<file path="src/rtl/pipe_add_pkg.sv">
// Shared constants, the per-stage payload carried down the adder pipeline,
// and the full-adder cell every ripple slice is built from.
package pipe_add_pkg;

  localparam int DEF_WIDTH  = 16;
  localparam int DEF_STAGES = 4;
  // Payload vectors are sized for the widest supported adder; narrower
  // instances zero-extend and the unused upper bits are constant zero.
  localparam int MAX_WIDTH  = 64;

  typedef struct packed {
    logic                 valid;
    logic [MAX_WIDTH-1:0] sum;        // completed low chunks, filled in stage by stage
    logic [MAX_WIDTH-1:0] a;          // operand A, chunks still pending above the sum
    logic [MAX_WIDTH-1:0] b;          // operand B, already inverted for subtraction
    logic                 carry;      // carry out of the last chunk added
    logic                 sign_carry; // carry into the MSB of the last chunk added
  } stage_t;

  function automatic logic [1:0] fa(input logic x, input logic y, input logic ci);
    return {(x & y) | (ci & (x ^ y)), x ^ y ^ ci};
  endfunction

endpackage

</file>
<file path="src/rtl/rca_slice.sv">
// CHUNK-bit combinational ripple-carry adder built from the shared FA cell;
// also exports the carry into its MSB for overflow detection.
module rca_slice
  import pipe_add_pkg::*;
#(
  parameter int CHUNK = 4
) (
  input  logic [CHUNK-1:0] a,
  input  logic [CHUNK-1:0] b,
  input  logic             cin,
  output logic [CHUNK-1:0] sum,
  output logic             cout,
  output logic             c_msb
);

  logic [CHUNK:0] c;

  always_comb begin
    c    = '0;
    sum  = '0;
    c[0] = cin;
    for (int i = 0; i < CHUNK; i++) begin
      {c[i+1], sum[i]} = fa(a[i], b[i], c[i]);
    end
  end

  assign cout  = c[CHUNK];
  assign c_msb = c[CHUNK-1];

endmodule

</file>
<file path="src/rtl/pipe_rca_adder.sv">
// Pipelined ripple-carry adder/subtractor: one CHUNK-bit slice per stage,
// with operands and partial sums skewed down a register chain.
module pipe_rca_adder
  import pipe_add_pkg::*;
#(
  parameter int WIDTH  = DEF_WIDTH,
  parameter int STAGES = DEF_STAGES
) (
  input  logic             clk,
  input  logic             rst,
  input  logic             in_valid,
  output logic             in_ready,
  input  logic [WIDTH-1:0] a,
  input  logic [WIDTH-1:0] b,
  input  logic             cin,
  input  logic             sub,
  output logic             out_valid,
  input  logic             out_ready,
  output logic [WIDTH-1:0] sum,
  output logic             cout,
  output logic             ovf
);

  localparam int CHUNK = WIDTH / STAGES;

  if ((WIDTH % STAGES) != 0 || WIDTH < 2 || WIDTH > MAX_WIDTH) begin : g_width_check
    $error("pipe_rca_adder: WIDTH must be >= 2, <= MAX_WIDTH and a multiple of STAGES");
  end

  // Handshake: a beat moves on an interface when valid and ready are both
  // high at a rising edge; out_valid/result never change while held off,
  // and in_ready drops combinationally whenever the output is stalled.
  stage_t stage_q [STAGES+1];
  stage_t stage_d [STAGES+1];

  logic                          stall;
  logic [WIDTH-1:0]              b_eff;
  logic [STAGES-1:0][CHUNK-1:0]  slice_sum;
  logic [STAGES-1:0]             slice_co;
  logic [STAGES-1:0]             slice_cm;

  assign stall    = stage_q[STAGES].valid & ~out_ready;
  assign in_ready = ~stall;
  assign b_eff    = sub ? ~b : b;

  for (genvar k = 0; k < STAGES; k++) begin : g_stage
    rca_slice #(.CHUNK(CHUNK)) u_slice (
      .a     (stage_q[k].a[k*CHUNK +: CHUNK]),
      .b     (stage_q[k].b[k*CHUNK +: CHUNK]),
      .cin   (stage_q[k].carry),
      .sum   (slice_sum[k]),
      .cout  (slice_co[k]),
      .c_msb (slice_cm[k])
    );
  end

  always_comb begin
    for (int k = 0; k <= STAGES; k++) begin
      stage_d[k] = '0;
    end
    // Rank 0 captures the operands; subtraction is A + ~B + 1.
    stage_d[0].valid = in_valid;
    stage_d[0].a     = MAX_WIDTH'(a);
    stage_d[0].b     = MAX_WIDTH'(b_eff);
    stage_d[0].carry = sub | cin;
    for (int k = 0; k < STAGES; k++) begin
      stage_d[k+1]                        = stage_q[k];
      stage_d[k+1].sum[k*CHUNK +: CHUNK]  = slice_sum[k];
      stage_d[k+1].carry                  = slice_co[k];
      stage_d[k+1].sign_carry             = slice_cm[k];
    end
  end

  always_ff @(posedge clk) begin
    if (rst) begin
      for (int k = 0; k <= STAGES; k++) begin
        stage_q[k] <= '0;
      end
    end else if (!stall) begin
      for (int k = 0; k <= STAGES; k++) begin
        stage_q[k] <= stage_d[k];
      end
    end
  end

  assign out_valid = stage_q[STAGES].valid;
  assign sum       = stage_q[STAGES].sum[WIDTH-1:0];
  assign cout      = stage_q[STAGES].carry;
  assign ovf       = stage_q[STAGES].sign_carry ^ stage_q[STAGES].carry;

endmodule
</file>
<file path="config.mk">
export PLATFORM = sky130hd
export DESIGN_NAME = pipe_rca_adder
export DESIGN_NICKNAME = d
export VERILOG_FILES = /design/src/rtl/pipe_add_pkg.sv /design/src/rtl/rca_slice.sv /design/src/rtl/pipe_rca_adder.sv
export SDC_FILE = /design/constraint.sdc
export NUM_CORES = 1
export LEC_CHECK = 0
export CAP_MARGIN = 30
export CELL_PAD_IN_SITES_DETAIL_PLACEMENT = 0
export CELL_PAD_IN_SITES_GLOBAL_PLACEMENT = 1
export CORE_MARGIN = 1.5
export CORE_UTILIZATION = 35
export CTS_CLUSTER_SIZE = 14
export DETAILED_ROUTE_END_ITERATION = 10
export PLACE_DENSITY = 0.67
export SLEW_MARGIN = 15
export SYNTH_ARGS = -nofsm -noshare
export SYNTH_HDL_FRONTEND = slang
export SYNTH_HIERARCHICAL = 1
export SYNTH_SLANG_ARGS = --single-unit
</file>
<file path="constraint.sdc">
create_clock -name clk -period 5.1 [get_ports clk]
set_input_delay 0.51 -clock clk [delete_from_list [all_inputs] [get_ports clk]]
set_output_delay 0.51 -clock clk [all_outputs]
set_load 0.05 [all_outputs]
</file>
======== Word-level counts from Yosys, hierarchy flattened ========
Memory sizes are Yosys's and may differ from the RTL's.
Index checks and enable logic that the tools add are counted.
storage, ports and cells
  bits in registers ....................... 0
  memory bits (writable) .................. 975
  bits of input ports ..................... 38
  output and inout bits ................... 20
  word-level logic and storage cells ...... 103
  memories ................................ 1
cells by class
  muxes and demuxes ....................... 11
  bitwise logic cells ..................... 91
memories
  memory   depth  bits a word  read ports  clocked after Yosys merged registers in  write ports  line                  source
  stage_q  5      195          5           0                                        5            pipe_rca_adder.sv:33  stage_t stage_q [STAGES+1];
operators by type and width
  operator       number
  $mux W195      5
  $and A1 B1 Y1  33
  $xor A1 B1 Y1  33
  $or A1 B1 Y1   22
  $mux W16       1
  $not A16 Y16   1
  $mux W1        5
  $not A1 Y1     2

======== Logic depth before layout (Yosys ltp) ========
Gate-level depths: netlist (run 1).
An unclocked memory read counts as a cell.
  word-level depth ........................ 11
  gate-level depth with buffers ........... 9
  depth with buffers taken out ............ 9

======== Cells and area by module ========
Netlist (run 1), hierarchy kept.
modules (own cells, without submodules)
  module          times used  cells an instance  area an instance (um^2)  seq. area each (um^2)
  pipe_rca_adder  1           331                5746.8                   3933.8
  rca_slice       4           14                 117.6                    0.0

======== Worst setup path before layout (run 1) ========
Ideal clock, no wire load.
  path type ............................... flip-flop to flip-flop
  start ................................... memory stage_q[0][974] in the netlist's numbering
  end ..................................... memory stage_q[0][10] in the netlist's numbering, enable pin
  arrival ................................. 4060 ps
  required time ........................... 4587 ps
  path slack .............................. 527 ps
  cell stages (with the launch flop) ...... 5
  path buffers ............................ 2
  period minus slack after synthesis ...... 4573 ps
  cell sequence ........................... edfxtp_1 -> nor2b_1 -> buf_6 -> buf_6 -> nand2b_1
RTL lines
  what                line
  start: declaration  pipe_rca_adder.sv:33

======== Worst setup path after layout (run 1) ========
  start ................................... input port out_ready
  end ..................................... output port in_ready
on the way
  word-level cells in the longest chain between the ends .. 3
RTL lines
  what                line                  source
  start: declaration  pipe_rca_adder.sv:18  input logic out_ready,
  $not A1 Y1          pipe_rca_adder.sv:42  assign stall = stage_q[STAGES].valid & ~out_ready;
  $and A1 B1 Y1       pipe_rca_adder.sv:42
  $not A1 Y1          pipe_rca_adder.sv:43  assign in_ready = ~stall;
  end: declaration    pipe_rca_adder.sv:12  output logic in_ready,
No other way between the ends.

==> qor.csv, run 1 <==
metric,value,unit
worst reg-to-reg path cell count,9,
RSZ-0062 raised after global routing,false,
CP Launch Point,out_ready,
Post CTS Setup Buffer Count,0,
cell mode on critical path,clkdlybuf4s50_1,
Final period util,52.5,%
CTS tree,done,
GRT overflow,0,
DR pass1 iterations,4,
Synth area leader,edfxtp_1,
Site Rows,48,
cell area after synthesis,6220,sq um
Worst-path clk slew,0.05,ns
Vias,2920,
Pleak,2.81,nW
Top-Level Pins,58,
WL per Instance,14.0,um
Die Span Y,136,um
Power Density,354,nW/um^2
YS warnings,6,
reg2reg start,stage_q[0][663]$_SDFFCE_PN0P_,
post_cts resized,0,
"top cells by area, synth","edfxtp_1 (63%), nor3b_2 (12%), nor3b_1 (6.4%)",
Max IR drop VDD,0.231,mV
Antenna Cells,0,
# clock sinks,131,
Rel. slew slack,37.9,%
Worst Setup Path Type,in -> out,
HP Class,reg -> reg,
synth unique cells,16,
CP arrival,2.17,ns
Synth Instances,387,
Core Area,17400,sq um
CTS Buf Count,17,
number of synthesized register bits,131,
final hold violation count,0,
Largest regs,stage_q (131),
area grow syn2layout,18.6,%
Post-Syn Nets,441,
syn avg cell area,16.1,sq um
via count of the first global-routing pass,3050,
run status,completed,
Worst R2R Setup Slack,2.71,ns
Remaining DRCs,0,
Final Slew Violations,0,
Final Skew,0.0115,ns
maxcap violations,0,
register area share after synthesis,63.3,%
post-synth top area share,63.3,%
Top reg by flops,stage_q,
Total GRT Usage,10.8,%
worst-margin pin slew,0.929,ns
Crit path largest cell delay,0.71,ns
Vias per Instance,4.44,
layout cell share with drive strength beyond 1,24.2,%
setup TNS,0,ns
WP data required,4.59,ns
total power,2.61,mW
clock buffer depth,2,
WL final,9190,um
crit-path cells,clkdlybuf4s50_1 > nor2b_4 > inv_1 > clkdlybuf4s50_1,
FMAX,373,MHz
1st-iter DRT viols,211,
first-pass GRT wire length,15100,um
clock latency on the worst-skew pair,0.41,ns
H-tree lvl count,4,
Final min period,2.68,ns
Die ar.,18600,sq um
Die Wd,136,um
initial antenna violation count,0,
Crit-path slowest cell,clkdlybuf4s50_1,
Starting Density,35.8,%
max reg flops,131,
DRT antenna net count,0,
CP max FO,12,
R2R Path End,stage_q[0][925]$_SDFFCE_PN0P_,
RePlAce Congestion,0.680,
nature of the critical path endpoint,output port,
Worst Setup EP,in_ready,
Worst setup SP type,input pin,
Root Driver,clkbuf_16,
IO buf count,57,
DP HPWL,5300,um
"Setup violations, final",0,
Final #Nets,474,
Post-CTS Hold Buffers,0,
largest net degree at the start of global routing,123,
-- worst min path at each step --
stage | from | endpoint | cells past startpoint
finish | stage_q[0][325]$_SDFFCE_PN0P_ | stage_q[0][520]$_SDFFCE_PN0P_ | 1
global route | stage_q[0][469]$_SDFFCE_PN0P_ | stage_q[0][664]$_SDFFCE_PN0P_ | 1
CTS | stage_q[0][326]$_SDFFCE_PN0P_ | stage_q[0][521]$_SDFFCE_PN0P_ | 1
detailed placement | stage_q[0][326]$_SDFFCE_PN0P_ | stage_q[0][521]$_SDFFCE_PN0P_ | 1
global placement | stage_q[0][325]$_SDFFCE_PN0P_ | stage_q[0][520]$_SDFFCE_PN0P_ | 1
floorplan | stage_q[0][72]$_SDFFCE_PN0P_ | stage_q[0][267]$_SDFFCE_PN0P_ | 1
-- cells by family after synthesis --
family / after synthesis / share of synthesized area, %
fa+ha+maj: 16 / 5.15
buf+inv: 89 / 8.15
xor+xnor: 17 / 2.39
flops: 131 / 63.3
simple gates: 134 / 21.0
-- where the power goes --
part / internal (mW) / switching (mW) / leakage (nW)
logic: 0.0930 / 0.0863 / 0.959
registers: 1.24 / 0.0164 / 1.57
clock network: 0.752 / 0.418 / 0.283
total: 2.09 / 0.521 / 2.81
-- layout make-up --
class	count	area, sq um
well taps	225	282
repair buffers	62	642
fillers	1542	9980
clock inverters	15	146
clock buffers	17	425
inverters	41	154
flip-flops and latches	131	3930
multi-input cells	167	1790
-- layer usage --
| layer | up-vias | global-route usage [%] | part of all wire, % |
|---|---|---|---|
| met5 | - | 0 | 0 |
| met4 | 0 | 3.72 | 1.1 |
| met2 | 60 | 17.2 | 50 |
| met1 | 1432 | 13.2 | 45 |
| li1 | 1420 | - | - |
| met3 | 8 | 4.51 | 4.1 |
-- synth_stat cells (all sizes together) --
library cell	count
nor2b	1
nor3b	114
buf	43
xor2	1
clkbuf	5
nor3	17
nor2	1
edfxtp	131
inv	41
xnor2	16
fa	16
nand2b	1
-- critical path: cells and delay by family --
kind / cells / cell delay (ns)
AND/OR/NAND/NOR: 1 / 0.39
buffers and inverters: 3 / 1.26
-- placed cells by master (no fill, tap or decap) --
master,instances
clkbuf_16,17
nor2_1,1
xor2_1,1
clkinvlp_4,1
nor3b_2,61
xnor2_1,16
nor3_1,8
buf_6,1
buf_4,3
nor3_2,9
inv_1,41
clkinv_1,5
clkinv_2,6
bufinv_16,3
nand2b_4,1
edfxtp_1,131
fa_1,16
buf_12,1
nor2b_4,1
clkdlybuf4s50_1,56
nor3b_1,53
buf_16,1
-- metrics by stage --
stage | util (%) | hold WS, ns | std cells | instance area (sq um) | worst slack (ns)
after floorplan | - | 0.537 | 387 | 6220 | 0.527
after global placement | 39.0 | 0.542 | 625 | 6780 | 2.40
after detailed placement | 39.0 | 0.556 | 625 | 6780 | 2.40
after CTS | 42.3 | 0.568 | 657 | 7350 | 2.40
after global routing | 42.5 | 0.577 | 658 | 7370 | 2.35
final | 42.5 | 0.563 | 658 | 7370 | 2.42
(Power assumes the default switching activity.)
==> run 2: changes to the inputs <==
--- a/config.mk
+++ b/config.mk
@@ -12,7 +12,7 @@
 export CORE_UTILIZATION = 35
 export CTS_CLUSTER_SIZE = 14
 export DETAILED_ROUTE_END_ITERATION = 10
-export PLACE_DENSITY = 0.67
+export PLACE_DENSITY = 0.69
 export SLEW_MARGIN = 15
 export SYNTH_ARGS = -nofsm -noshare
 export SYNTH_HDL_FRONTEND = slang
==> constraint.sdc (replaced) <==
create_clock -name clk -period 2.4 [get_ports clk]
set_input_delay 0.24 -clock clk [delete_from_list [all_inputs] [get_ports clk]]
set_output_delay 0.24 -clock clk [all_outputs]
set_load 0.05 [all_outputs]
==> qor.csv, run 2 (synthesis results as in run 1) <==
metric,value,unit,change
Top reg by flops,stage_q,,unchanged
Die Wd,136,um,unchanged
DRT antenna net count,0,,unchanged
nature of the critical path endpoint,flip-flop,,was output port
Final Skew,0.00455,ns,was 0.0115 ns
max reg flops,131,,unchanged
WL per Instance,13.7,um,was 14.0 um
WP data required,2.53,ns,was 4.59 ns
initial antenna violation count,0,,unchanged
Final min period,2.30,ns,
Post-CTS Hold Buffers,0,,unchanged
final hold violation count,0,,unchanged
Worst Setup Path Type,reg -> reg,,was in -> out
layout cell share with drive strength beyond 1,25.2,%,was 24.2%
1st-iter DRT viols,282,,was 211
H-tree lvl count,4,,unchanged
via count of the first global-routing pass,3015,,"was 3,050"
Rel. slew slack,51.7,%,was 37.9%
Antenna Cells,0,,unchanged
Pleak,2.78,nW,was 2.81 nW
maxcap violations,0,,unchanged
fin util,42.2,%,was 42.5%
Remaining DRCs,0,,unchanged
final hold slack,0.519,ns,was 0.563 ns
area grow syn2layout,17.9,%,was 18.6%
Starting Density,35.8,%,unchanged
Worst-path clk slew,0.05,ns,about the same
Largest regs,stage_q (131),,unchanged
clock buffer depth,2,,unchanged
"most common cell after layout, fill and taps aside",edfxtp_1,,unchanged
Site Rows,48,,unchanged
Top-Level Pins,58,,unchanged
FMAX,436,MHz,
Core Area,17400,sq um,unchanged
RSZ-0062 raised after global routing,true,,was false
RePlAce Congestion,0.691,,was 0.680
IO buf count,57,,unchanged
CP arrival,2.43,ns,was 2.17 ns
largest net degree at the start of global routing,132,,was 123
HP Class,in -> reg,,was reg -> reg
GRT overflow,0,,unchanged
Final #Nets,475,,was 474
Root Driver,clkbuf_16,,unchanged
Final Slew Violations,0,,unchanged
Total GRT Usage,10.5,%,was 10.8%
fillers,1509,,"was 1,542"
Vias per Instance,4.42,,was 4.44
run status,completed,,unchanged
clock latency on the worst-skew pair,0.40,ns,was 0.41 ns
Worst setup SP type,flip-flop,,was input pin
# clock sinks,131,,unchanged
CP max FO,1,,was 12
Die Span Y,136,um,unchanged
Post CTS Setup Buffer Count,0,,unchanged
DR pass1 iterations,4,,unchanged
"Setup violations, final",0,,unchanged
CTS tree,done,,unchanged
DP HPWL,4940,um,was 5300 um
Power Density,722,nW/um^2,was 354 nW/um^2
Vias,2903,,"was 2,920"
CTS Buf Count,17,,unchanged
worst reg-to-reg path cell count,9,,unchanged
worst-margin pin slew,0.725,ns,was 0.929 ns
Hold Path Stages,2,,was 1
Die ar.,18600,sq um,unchanged
Max IR drop VDD,0.500,mV,was 0.231 mV
first-pass GRT wire length,14700,um,"was 15,100 um"
Final period util,95.6,%,
post_cts resized,0,,unchanged
most frequent cells in the layout,"edfxtp_1 (131), nor3b_2 (61), clkdlybuf4s50_1 (56)",,unchanged
WL final,8980,um,was 9190 um
run 2: critical path: stages (launching register included):
cell and delay, ns:
edfxtp_1 0.31, inv_1 0.06, fa_2 0.39, inv_1 0.08, fa_1 0.15, inv_1 0.05
fa_1 0.35, inv_1 0.08, fa_1 0.40, nor3b_2 0.16
run 2: path summary, 6_finish.rpt:
path / end / startpoint / slack [ns]
max: stage_q[0][328]$_SDFFCE_PN0P_ / stage_q[0][66]$_SDFFCE_PN0P_ / 0.10
min: stage_q[0][194]$_SDFFCE_PN0P_ / in_valid / 0.52
min reg2reg: stage_q[0][270]$_SDFFCE_PN0P_ / stage_q[0][75]$_SDFFCE_PN0P_ / 0.56
max reg2reg: stage_q[0][328]$_SDFFCE_PN0P_ / stage_q[0][66]$_SDFFCE_PN0P_ / 0.10
run 2: per-layer routing:
| layer | track usage, % | share of wire, % | vias up |
|---|---|---|---|
| met1 | 13.0 | 45 | 1423 |
| met4 | 4.26 | 1.2 | 0 |
| li1 | - | - | 1420 |
| met3 | 3.84 | 4.1 | 8 |
| met2 | 16.5 | 49 | 52 |
| met5 | 0 | 0 | - |
run 2: stage by stage:
step	worst slack [ns]	setup TNS [ns]	area [sq um]	power (mW)	std cells
global placement	0.103	0	6820	3.10	627
CTS	0.0320	0	7320	5.36	657
floorplan	0.000773	0	6220	2.99	387
detailed placement	0.0693	0	6820	3.11	627
global route	-0.0342	-0.0342	7330	5.50	657
finish	0.104	0	7330	5.29	657
run 2: area by class of cell:
cell class | instances | area [sq um] | share of cell area (%)
multi-input cells | 167 | 1800 | 24.6
clock inverters | 9 | 66.3 | 0.904
repair buffers | 63 | 654 | 8.92
clock buffers | 21 | 440 | 6.01
flip-flops and latches | 131 | 3930 | 53.7
inverters | 41 | 154 | 2.10
well taps | 225 | 282 | 3.84
run 2: where the power goes:
part           switching (mW)  internal, mW  leakage (nW)
Combinational           0.185         0.199         0.964
Clock                   0.843          1.39         0.253
Sequential             0.0332          2.64          1.57
Total                    1.06          4.23          2.78
